==> src/rtl/writeback_unit.sv <==
// writeback_unit: merges single-cycle ALU results and variable-latency load
// results onto the single register-file write port. Load results that lose
// arbitration wait in a small circular FIFO. A per-register scoreboard tracks
// outstanding loads for decode's load-use stall.
// Optional feature macro: WRITEBACK_BYPASS_EN. When it is defined, a load that
// arrives with the FIFO empty and no ALU result skips the FIFO.
module writeback_unit #(
  parameter int FIFO_DEPTH = 4
) (
  input  logic        clk,
  input  logic        reset,
  input  logic        alu_valid,
  input  logic [2:0]  alu_rd,
  input  logic [15:0] alu_data,
  input  logic        mem_valid,
  input  logic [2:0]  mem_rd,
  input  logic [15:0] mem_data,
  output logic        mem_ready,
  input  logic        load_issue,
  input  logic [2:0]  load_rd,
  output logic [7:0]  pending,
  output logic        reg_write,
  output logic [2:0]  write_reg,
  output logic [15:0] write_data
);

  localparam int PW = $clog2(FIFO_DEPTH);
  localparam int CW = PW + 1;

  // Load-result storage: destination and data kept side by side.
  logic [2:0]    fifo_rd   [FIFO_DEPTH];
  logic [15:0]   fifo_data [FIFO_DEPTH];
  logic [PW-1:0] wr_ptr;
  logic [PW-1:0] rd_ptr;
  logic [CW-1:0] count;

  logic        fifo_empty;
  logic        push;
  logic        pop;
  logic        bypass;
  logic        fifo_write;
  logic [2:0]  head_rd;
  logic [15:0] head_data;

  logic        reg_write_next;
  logic [2:0]  write_reg_next;
  logic [15:0] write_data_next;
  logic [7:0]  clr_mask;
  logic [7:0]  set_mask;
  logic [7:0]  pending_next;

  assign fifo_empty = (count == '0);
  assign mem_ready  = (count != CW'(FIFO_DEPTH));
  assign push       = mem_valid && mem_ready;
  assign pop        = !alu_valid && !fifo_empty;
  assign head_rd    = fifo_rd[rd_ptr];
  assign head_data  = fifo_data[rd_ptr];

`ifdef WRITEBACK_BYPASS_EN
  assign bypass = push && fifo_empty && !alu_valid;
`else
  assign bypass = 1'b0;
`endif

  assign fifo_write = push && !bypass;

  // Write-port arbitration (ALU > FIFO head > bypassed load) and scoreboard update.
  always_comb begin
    reg_write_next  = 1'b0;
    write_reg_next  = write_reg;
    write_data_next = write_data;
    clr_mask        = 8'h00;
    set_mask        = 8'h00;
    if (alu_valid) begin
      reg_write_next  = (alu_rd != 3'd0);
      write_reg_next  = alu_rd;
      write_data_next = alu_data;
    end else if (!fifo_empty) begin
      reg_write_next  = (head_rd != 3'd0);
      write_reg_next  = head_rd;
      write_data_next = head_data;
      clr_mask        = 8'h01 << head_rd;
    end else if (bypass) begin
      reg_write_next  = (mem_rd != 3'd0);
      write_reg_next  = mem_rd;
      write_data_next = mem_data;
      clr_mask        = 8'h01 << mem_rd;
    end
    if (load_issue && (load_rd != 3'd0)) begin
      set_mask = 8'h01 << load_rd;
    end
    // Set wins over a same-cycle clear; register 0 never goes pending.
    pending_next    = (pending & ~clr_mask) | set_mask;
    pending_next[0] = 1'b0;
  end

  // FIFO storage has no reset: an empty count makes stale contents unreachable.
  always_ff @(posedge clk) begin
    if (fifo_write) begin
      fifo_rd[wr_ptr]   <= mem_rd;
      fifo_data[wr_ptr] <= mem_data;
    end
  end

  // FIFO pointers and occupancy; occupancy moves by at most one per cycle.
  always_ff @(posedge clk or posedge reset) begin
    if (reset) begin
      wr_ptr <= '0;
      rd_ptr <= '0;
      count  <= '0;
    end else begin
      if (fifo_write) wr_ptr <= wr_ptr + 1'b1;
      if (pop)        rd_ptr <= rd_ptr + 1'b1;
      count <= count + CW'(fifo_write) - CW'(pop);
    end
  end

  // Registered write-port outputs and scoreboard.
  always_ff @(posedge clk or posedge reset) begin
    if (reset) begin
      reg_write  <= 1'b0;
      write_reg  <= 3'd0;
      write_data <= 16'h0000;
      pending    <= 8'h00;
    end else begin
      reg_write  <= reg_write_next;
      write_reg  <= write_reg_next;
      write_data <= write_data_next;
      pending    <= pending_next;
    end
  end

endmodule

==> config.mk <==
export PLATFORM = sky130hd
export DESIGN_NAME = writeback_unit
export DESIGN_NICKNAME = d
export VERILOG_FILES = /design/src/rtl/writeback_unit.sv
export SDC_FILE = /design/constraint.sdc
export NUM_CORES = 1
export LEC_CHECK = 0
export CAP_MARGIN = 20
export CORE_AREA = 2 2 98 100
export CTS_BUF_LIST = sky130_fd_sc_hd__clkbuf_4 sky130_fd_sc_hd__clkbuf_8
export DETAILED_ROUTE_END_ITERATION = 12
export DIE_AREA = 0 0 100 102
export DONT_BUFFER_PORTS = 1
export MAX_ROUTING_LAYER = met4
export RECOVER_POWER = 25
export SYNTH_ARGS = -nofsm -noshare
export SYNTH_HDL_FRONTEND = slang
export SYNTH_SLANG_ARGS = --single-unit
export TNS_END_PERCENT = 20
==> constraint.sdc <==
create_clock -name clk -period 5.1 [get_ports clk]
set_input_delay 0.255 -clock clk [delete_from_list [all_inputs] [get_ports clk]]
set_output_delay 0.255 -clock clk [all_outputs]
set_load 0.005 [all_outputs]
Yosys cells after proc, flatten, opt, wreduce, memory -nomap -nowiden
Memory sizes are Yosys's and may differ from the RTL's.
Index checks and enable logic that the tools add are counted.

word-level totals
  memories kept = 2
  memory bits (writable) = 76
  bits in read-only memories = 0
  latch bits = 0
  register bits after elaboration = 34
  logic and storage cells = 40

cells by class
  add/sub/neg operators = 4
  shift operators = 2
  bitwise gates (word level) = 3
  muxes and demuxes = 11
  equality and inequality tests = 2
  div/mod/pow operators = 0
  reductions and logical operators = 9
  multiply operators = 0
  magnitude comparators = 0

memories
  memory     depth  bits a word  read ports  clocked after memory_dff  write ports  RTL line  source
  fifo_data  4      16           1           0                         1            32        logic [15:0] fifo_data [FIFO_DEPTH];
  fifo_rd    4      3            1           0                         1            31        logic [2:0] fifo_rd [FIFO_DEPTH];

operators by type and width
  cell                   count
  $mux W16               2
  $mux W8                3
  $shl A1 B3 Y8 const A  2
  $reduce_bool A3 Y1     3
  $and A8 B8 Y8          1
  $not A8 Y8             1
  $or A8 B8 Y8           1
  $mux W3                2
  $add A2 B1 Y2 const B  2
  $mux W1                4
  $add A3 B1 Y3          1
  $logic_and A1 B1 Y1    3
  $logic_not A3 Y1       1
  $ne A3 B3 Y1 const B   1
  $sub A3 B1 Y3          1
  $logic_not A1 Y1       2
  $ne A2 B2 Y1 const B   1

Depth between registers and ports, before layout
Gate-level depths: netlist of run 1.
An unclocked memory read counts as a cell.

  word-level depth = 7
  gate-level depth with buffers = 10
  gate-level depth less buffers = 8

Worst setup path before layout of run 1
Ideal clock, no wire load.

  path kind = register -> register
  start point = register count[1]
  end point = register count[2]
  buffers on the path = 2
  stages on the path, launching flop included = 11
  clock period less this slack = 2.317 ns
  slack = 2.783 ns
  required time = 4.973 ns
  arrival = 2.190 ns
  cells stage by stage = dfrtp_1 nor3_2 or2_0 buf_2 buf_6 xnor2_1 ha_1 inv_1 fa_1 xnor2_1 xnor2_1

between the ends
  cells in the longest elaborated chain, start to end = 4

ends and longest elaborated chain
  what                                                            RTL line  source
  from (decl)                                                     35        logic [CW-1:0] count;
  from (signal assigned)                                          114       count <= count + CW'(fifo_write) - CW'(pop);
  $ne A3 B3 Y1 / $logic_not A3 Y1 (equally long branches)         53, 52
  $logic_and A1 B1 Y1 / $logic_not A1 Y1 (equally long branches)  --
  $add A3 B1 Y3 / $logic_and A1 B1 Y1 (equally long branches)     114, 55
  $sub A3 B1 Y3 (*)                                               114

Every way passes the cells marked *; elsewhere a longest branch is shown, timed or not.
A chain may end at the register's enable or synchronous reset.

Worst setup path after layout of run 1
Same ends and word-level chain as after synthesis.

==> out/metrics.yaml, run 1 <==
run_status:
  status: "complete, no violations"
timing:
  clock.fmax_mhz: 329
  slew_viol_final: 0
  period_share: 0.596
  grt_setup_unrepaired: "false"
  hold_viol: 0
  fin_crit_ns: 3.04
  tightest_slew_ns: 1.10
  setup_tns_ns: 0
  slew_headroom: 0.267
  skew_ns: 0.0103
  layout_setup_ws_ns: 2.06
  setup_viol: 0
  worst_hold_slack_ns: 0.0370
layout:
  largestRegisters: "fifo_data: 64 flops, write_data: 16 flops, fifo_rd: 12 flops"
  final_nets: 321
  layout-drive-gt1-share: 0.186
  layout.cells.non_filler: 387
  regArea_mm2: 0.00313
  final_cell_mix: "76 x edfxtp_1, 34 x dfrtp_1, 20 x dlygate4sd3_1, 17 x nand2b_1"
  largest-register: "fifo_data"
  largest_reg_flops: 64
  final_common_cell: "edfxtp_1"
  fill_cells: 733
  multi_input_area_mm2: 0.00121
  syn2layout_area_growth_pct: 10.3
place:
  hpwlAfterDp_mm: 4.91
  pre_cts_slack_ns: 2.05
  routabilityCongestion: 0.815
  placed_cells: 349
  io_buffers: 0
drt:
  drtAntennaViolNets: 0
  viasPerCell: 5.79
  vias: 2239
  drt_iter0_drc: 127
  wl_per_cell_um: 20.5
  drtPass1Iterations: 4
  wl_mm: 7.95
  drc: 0
global_routing:
  grt_pass1_vias: 2272
  grt_max_degree: 35
  grt_overflow: 0
  grtUsageTotal: 0.169
  grt_pass1_wl_mm: 12.3
  grt_antenna_before_repair: 2
die:
  initial_core_util: 0.491
  die_y_um: 102
  dieWidth_um: 100
  die_area_mm2: 0.0102
  rows: 35
  ios: 75
  coreArea_mm2: 0.00911
cts:
  cts_buffers: 9
  clock-sinks: 110
  path_clk_slew_ns: 0.10
  htreeDepth: 3
  cts_buffer_depth: 2
  clockRootBuffer: "clkbuf_8"
  clock_latency_ns: 0.36
  cts_setup_buffers: 0
  cts_tree: "yes"
run:
  drv_cap: 0
worst_setup_path:
  end_kind: "flop"
  path_class: "flop to flop"
  cp-start-kind: "flop"
  crit_arrival_ns: 3.33
  cp_max_fo: 23
  cp_data_required_time_ns: 5.39
logic_synthesis:
  synth_top_area_cell: "edfxtp_1"
  avgSynthCellArea_um2: 17.9
  syn_inst: 250
  synth_top_cell_area_share: 0.510
  synth_area_leaders: "edfxtp_1 51%, dfrtp_1 19%, mux4_2 7.5%"
  synth_edf_count: 76
  yosys_most_used_dff: "edfxtp_1"
  synth_fp_nets: 302
  synth-seq-cells: 110
  synth_warnings: 0
  synth-seq-area-share: 0.700
  syn_area_mm2: 0.00448
  synth_cell_type_count: 37
  ys_async_sr_fraction: 0.309
hold_path:
  hold_path.class: "primary input to flop"
pwr:
  power_density_mw_per_mm2: 520
  total_leakage_power_nw: 1.74
  ir_worst_vdd_v: 0.000163
layout make-up:
class / instances / share of cell area
antenna: 2 / 0.00101
clock buffer: 9 / 0.0251
clock inverter: 7 / 0.0162
inverter: 8 / 0.00608
multi-input combinational: 118 / 0.245
sequential: 110 / 0.635
tap: 111 / 0.0281
timing repair buffer: 22 / 0.0436
timing repair:
item	4_1_cts	5_1_grt
hold buffers	20	0
resized for setup	0	0
hold endpoints to repair	110	0
where the power goes:
part | internal, W | switching, W | total, W
registers | 0.00121 | 0.000190 | 0.00140
clock network | 0.000234 | 0.000298 | 0.000532
logic | 0.000333 | 0.000295 | 0.000629
logic make-up (layout without fill, tap and decap cells):
logic type | count (synthesis) | count (layout) | share of synthesized area
xor+xnor | 6 | 6 | 0.0117
buf+inv | 22 | 46 | 0.0294
flops | 110 | 110 | 0.700
fa+ha+maj | 6 | 6 | 0.0185
compound gates | 31 | 31 | 0.0604
other cells | 1 | 3 | 0.000838
simple gates | 54 | 54 | 0.0769
mux | 20 | 20 | 0.102
worst max-delay path, cell delays in order, from the launching register on:
cell     delay [ns]
dfrtp_1        0.47
nor3_2         0.55
or2_1          0.84
xnor2_1        0.19
ha_1           0.17
inv_1          0.05
fa_1           0.37
xnor2_1        0.18
xnor2_1        0.14
per-layer routing:
layer | GRT usage | part of all wire
met5 | - | 0
met4 | 0.0643 | 0.017
met3 | 0.0472 | 0.060
met2 | 0.271 | 0.50
met1 | 0.208 | 0.42
synthesized netlist by cell type, types with 3 or more instances:
| master | number |
|---|---|
| mux4_1 | 4 |
| nor3_1 | 5 |
| and4b_1 | 3 |
| nor4bb_1 | 3 |
| xnor2_1 | 5 |
| buf_6 | 5 |
| a31oi_1 | 4 |
| inv_1 | 8 |
| nor2_1 | 9 |
| nand2b_1 | 17 |
| ha_1 | 5 |
| nor4_1 | 4 |
| clkbuf_1 | 3 |
| o221a_2 | 15 |
| edfxtp_1 | 76 |
| dfrtp_1 | 34 |
| mux4_2 | 15 |
| and3_1 | 4 |
| a22oi_1 | 3 |
| o21ai_0 | 4 |
| buf_2 | 3 |
| a21oi_1 | 3 |
worst paths after layout:
kind | from | endpoint | slack (ns) | cells past startpoint
worst max register to register | count[1] | count[2] | 2.06 | 8
worst max-delay path | count[1] | count[2] | 2.06 | 8
min in group asynchronous | reset | write_data[0] | 0.43 | 3
max in group asynchronous | reset | write_data[2] | 4.34 | 3
worst min-delay path | alu_rd[2] | reg_write | 0.04 | 2
worst min register to register | write_reg[2] | write_reg[2] | 0.55 | 2
stage by stage:
| stage | total power, W | util | instance area, um^2 |
|---|---|---|---|
| 6_report | 0.00257 | 0.542 | 4940 |
| 5_1_grt | 0.00272 | 0.542 | 4940 |
| 4_1_cts | 0.00261 | 0.541 | 4930 |
| 3_5_place_dp | 0.00206 | 0.497 | 4530 |
| 3_3_place_gp | 0.00204 | 0.497 | 4530 |
| 2_1_floorplan | 0.00191 | - | 4480 |
No activity file was read; power rests on OpenSTA's default activity.
==> run 2, diff against run 1 <==
PLACE_DENSITY = 0.66   (was unset)
clock period = 2.6 ns   (was 5.1 ns; I/O delays follow)
==> run 2 against run 1 <==
Register-to-register slack worse by 1.7 ns. Combinational power is 120% higher. Die area stayed put. Largest power group unchanged.
==> out/metrics.yaml, run 2 (same netlist as run 1, synthesis figures left out) <==
pwr:
  total_leakage_power_nw: 1.83  # +5.0%
  power_density_mw_per_mm2: 1000  # +93%
  p_sw_frac: 0.303  # -0.00174
  seq_power_share: 0.523  # -0.025
  p_clk_frac: 0.202  # -0.005
  internal_power_w: 0.00357  # +100%
  ir_worst_vdd_v: 0.000370  # +130%
  p_sw_w: 0.00156  # +99%
  pwr-share-comb: 0.276  # +0.031
timing:
  setup_viol: 0  # unchanged
  fin_crit_ns: 2.28  # -0.762 ns
  tightest_slew_ns: 1.06  # -0.0414 ns
  skew_ns: 0.00908  # -0.00125 ns
  slew_headroom: 0.295  # +0.0276
  period_share: 0.876  # +0.280
  layout_setup_ws_ns: 0.323  # -1.74 ns
  hold_viol: 0  # unchanged
  setup_tns_ns: 0  # unchanged
  grt_setup_unrepaired: "false"
  slew_viol_final: 0  # unchanged
  clock.fmax_mhz: 439  # +33%
global_routing:
  grt_overflow: 0  # unchanged
  grtUsageTotal: 0.183  # +0.0134
  grt_antenna_before_repair: 1  # -1
  grt_max_degree: 35  # unchanged
  grt_pass1_vias: 2468  # +8.6%
  grt_pass1_wl_mm: 13.5  # +9.7%
layout:
  final_cell_mix: "76 x edfxtp_1, 34 x dfrtp_1, 31 x dlygate4sd3_1, 17 x nand2b_1"
  finish.instance_area_mm2: 0.00511  # +3.6%
  largestRegisters: "fifo_data: 64 flops, write_data: 16 flops, fifo_rd: 12 flops"
  layout-drive-gt1-share: 0.196  # +0.00974
  largest-register: "fifo_data"
  syn2layout_area_growth_pct: 14.3
  largest_reg_flops: 64  # unchanged
  final_nets: 338  # +5.3%
  final_common_cell: "edfxtp_1"
die:
  die_area_mm2: 0.0102  # unchanged
  initial_core_util: 0.491  # unchanged
  die_y_um: 102  # unchanged
  dieWidth_um: 100  # unchanged
  rows: 35  # unchanged
  ios: 75  # unchanged
  coreArea_mm2: 0.00911  # unchanged
worst_setup_path:
  crit_arrival_ns: 2.53  # -0.80 ns
  cp_data_required_time_ns: 2.85  # -2.54 ns
  cp-start-kind: "flop"
  path_class: "flop to flop"
  slowest_delay_ns: 0.47  # -0.37 ns
  cp_max_fo: 6  # -74%
  path_cells: "or3b_4 > and2_1 > xnor2_1 > ha_1 > inv_1 > fa_1 > xnor2_1 > xnor2_1"
  slowest_stage: "dfrtp_1"
  end_kind: "flop"
  cpMostUsedCell: "xnor2_1"
drt:
  wl_mm: 8.51  # +7.0%
  wl_per_cell_um: 21.1  # +2.8%
  drt_iter0_drc: 76  # -40%
  viasPerCell: 5.81  # +0.36%
  vias: 2340  # +4.5%
  drtAntennaViolNets: 0  # unchanged
  drc: 0  # unchanged
  drtPass1Iterations: 4  # unchanged
place:
  routabilityCongestion: 0.790  # -3.0%
  hpwlAfterDp_mm: 5.11  # +4.1%
  pre_cts_slack_ns: 0.326  # -1.73 ns
  place_area_mm2: 0.00457  # +0.94%
  io_buffers: 0  # unchanged
cts:
  htreeDepth: 3  # unchanged
  cts_resized: 0  # unchanged
  cts_buffer_depth: 2  # unchanged
  cts-hold-fix-buffers: 31  # +55%
  clock-sinks: 110  # unchanged
  path_clk_slew_ns: 0.10  # about the same
  cts_setup_buffers: 0  # unchanged
  cts_buffers: 9  # unchanged
  clock_latency_ns: 0.36  # about the same
  cts_tree: "yes"
  clockRootBuffer: "clkbuf_8"
run_status:
  status: "complete, no violations"
hold_path:
  hold_path.class: "primary input to flop"
run:
  drv_cap: 0  # unchanged
==> run 2: changes by cell type in the layout (fill, tap and decap cells not counted), sizes merged <==
cell         previous run  this run
buf                     2         8
diode                   2         1
clkbuf                  9        10
dlygate4sd3            20        31
inv                    11        10
==> run 2: power by group through the flow <==
stage                     clock network [W]  registers [W]  logic (W)
final                               0.00103        0.00268    0.00141
after global routing                0.00113        0.00274    0.00155
after floorplan                           0        0.00260    0.00114
after global placement                    0        0.00271    0.00135
after detailed placement                  0        0.00273    0.00137
after CTS                           0.00106        0.00269    0.00143
==> run 2: area by class of cell <==
class	count	area [um^2]
Fill cell	732	4000
Sequential cell	110	3130
Multi-Input combinational cell	118	1210
Timing Repair Buffer	39	398
Tap cell	111	139
Clock buffer	10	131
Clock inverter	6	68.8
Inverter	8	30.0
Antenna cell	1	2.50
==> run 2: routing by layer <==
layer / vias up / wire length [um] / global-route usage
li1: 1057 / - / -
met1: 1217 / 3620 / 0.223
met2: 59 / 4420 / 0.307
met3: 7 / 386 / 0.0383
met4: 0 / 83 / 0.0632
met5: - / 0 / -
==> run 2: metrics by stage <==
stage	hold slack, ns	power, W	util	std cells
4_1_cts	0.00625	0.00517	0.558	400
3_5_place_dp	0.161	0.00410	0.502	353
2_1_floorplan	0.229	0.00374	-	250
6_report	0.0229	0.00513	0.561	403
3_3_place_gp	0.157	0.00405	0.502	353
5_1_grt	0.00776	0.00543	0.561	403
==> run 2: critical path, delay by kind of cell, from the launching register on <==
kind,cells,cell delay [ns]
buffers and inverters,1,0.05
xor gates and xnor gates,3,0.42
DFF,1,0.47
adders and majority gates,2,0.53
and+or+nand+nor,2,0.71
==> run 2: worst paths after layout <==
kind	startpoint	endpoint	slack, ns	cells after the start
setup / recovery	count[1]	count[2]	0.32	8
hold / removal	alu_data[13]	write_data[13]	0.02	2
setup reg to reg	count[1]	count[2]	0.32	8
hold reg to reg	write_reg[2]	write_reg[2]	0.55	2
max in group asynchronous	reset	write_data[0]	1.96	3
min in group asynchronous	reset	wr_ptr[0]	0.31	3
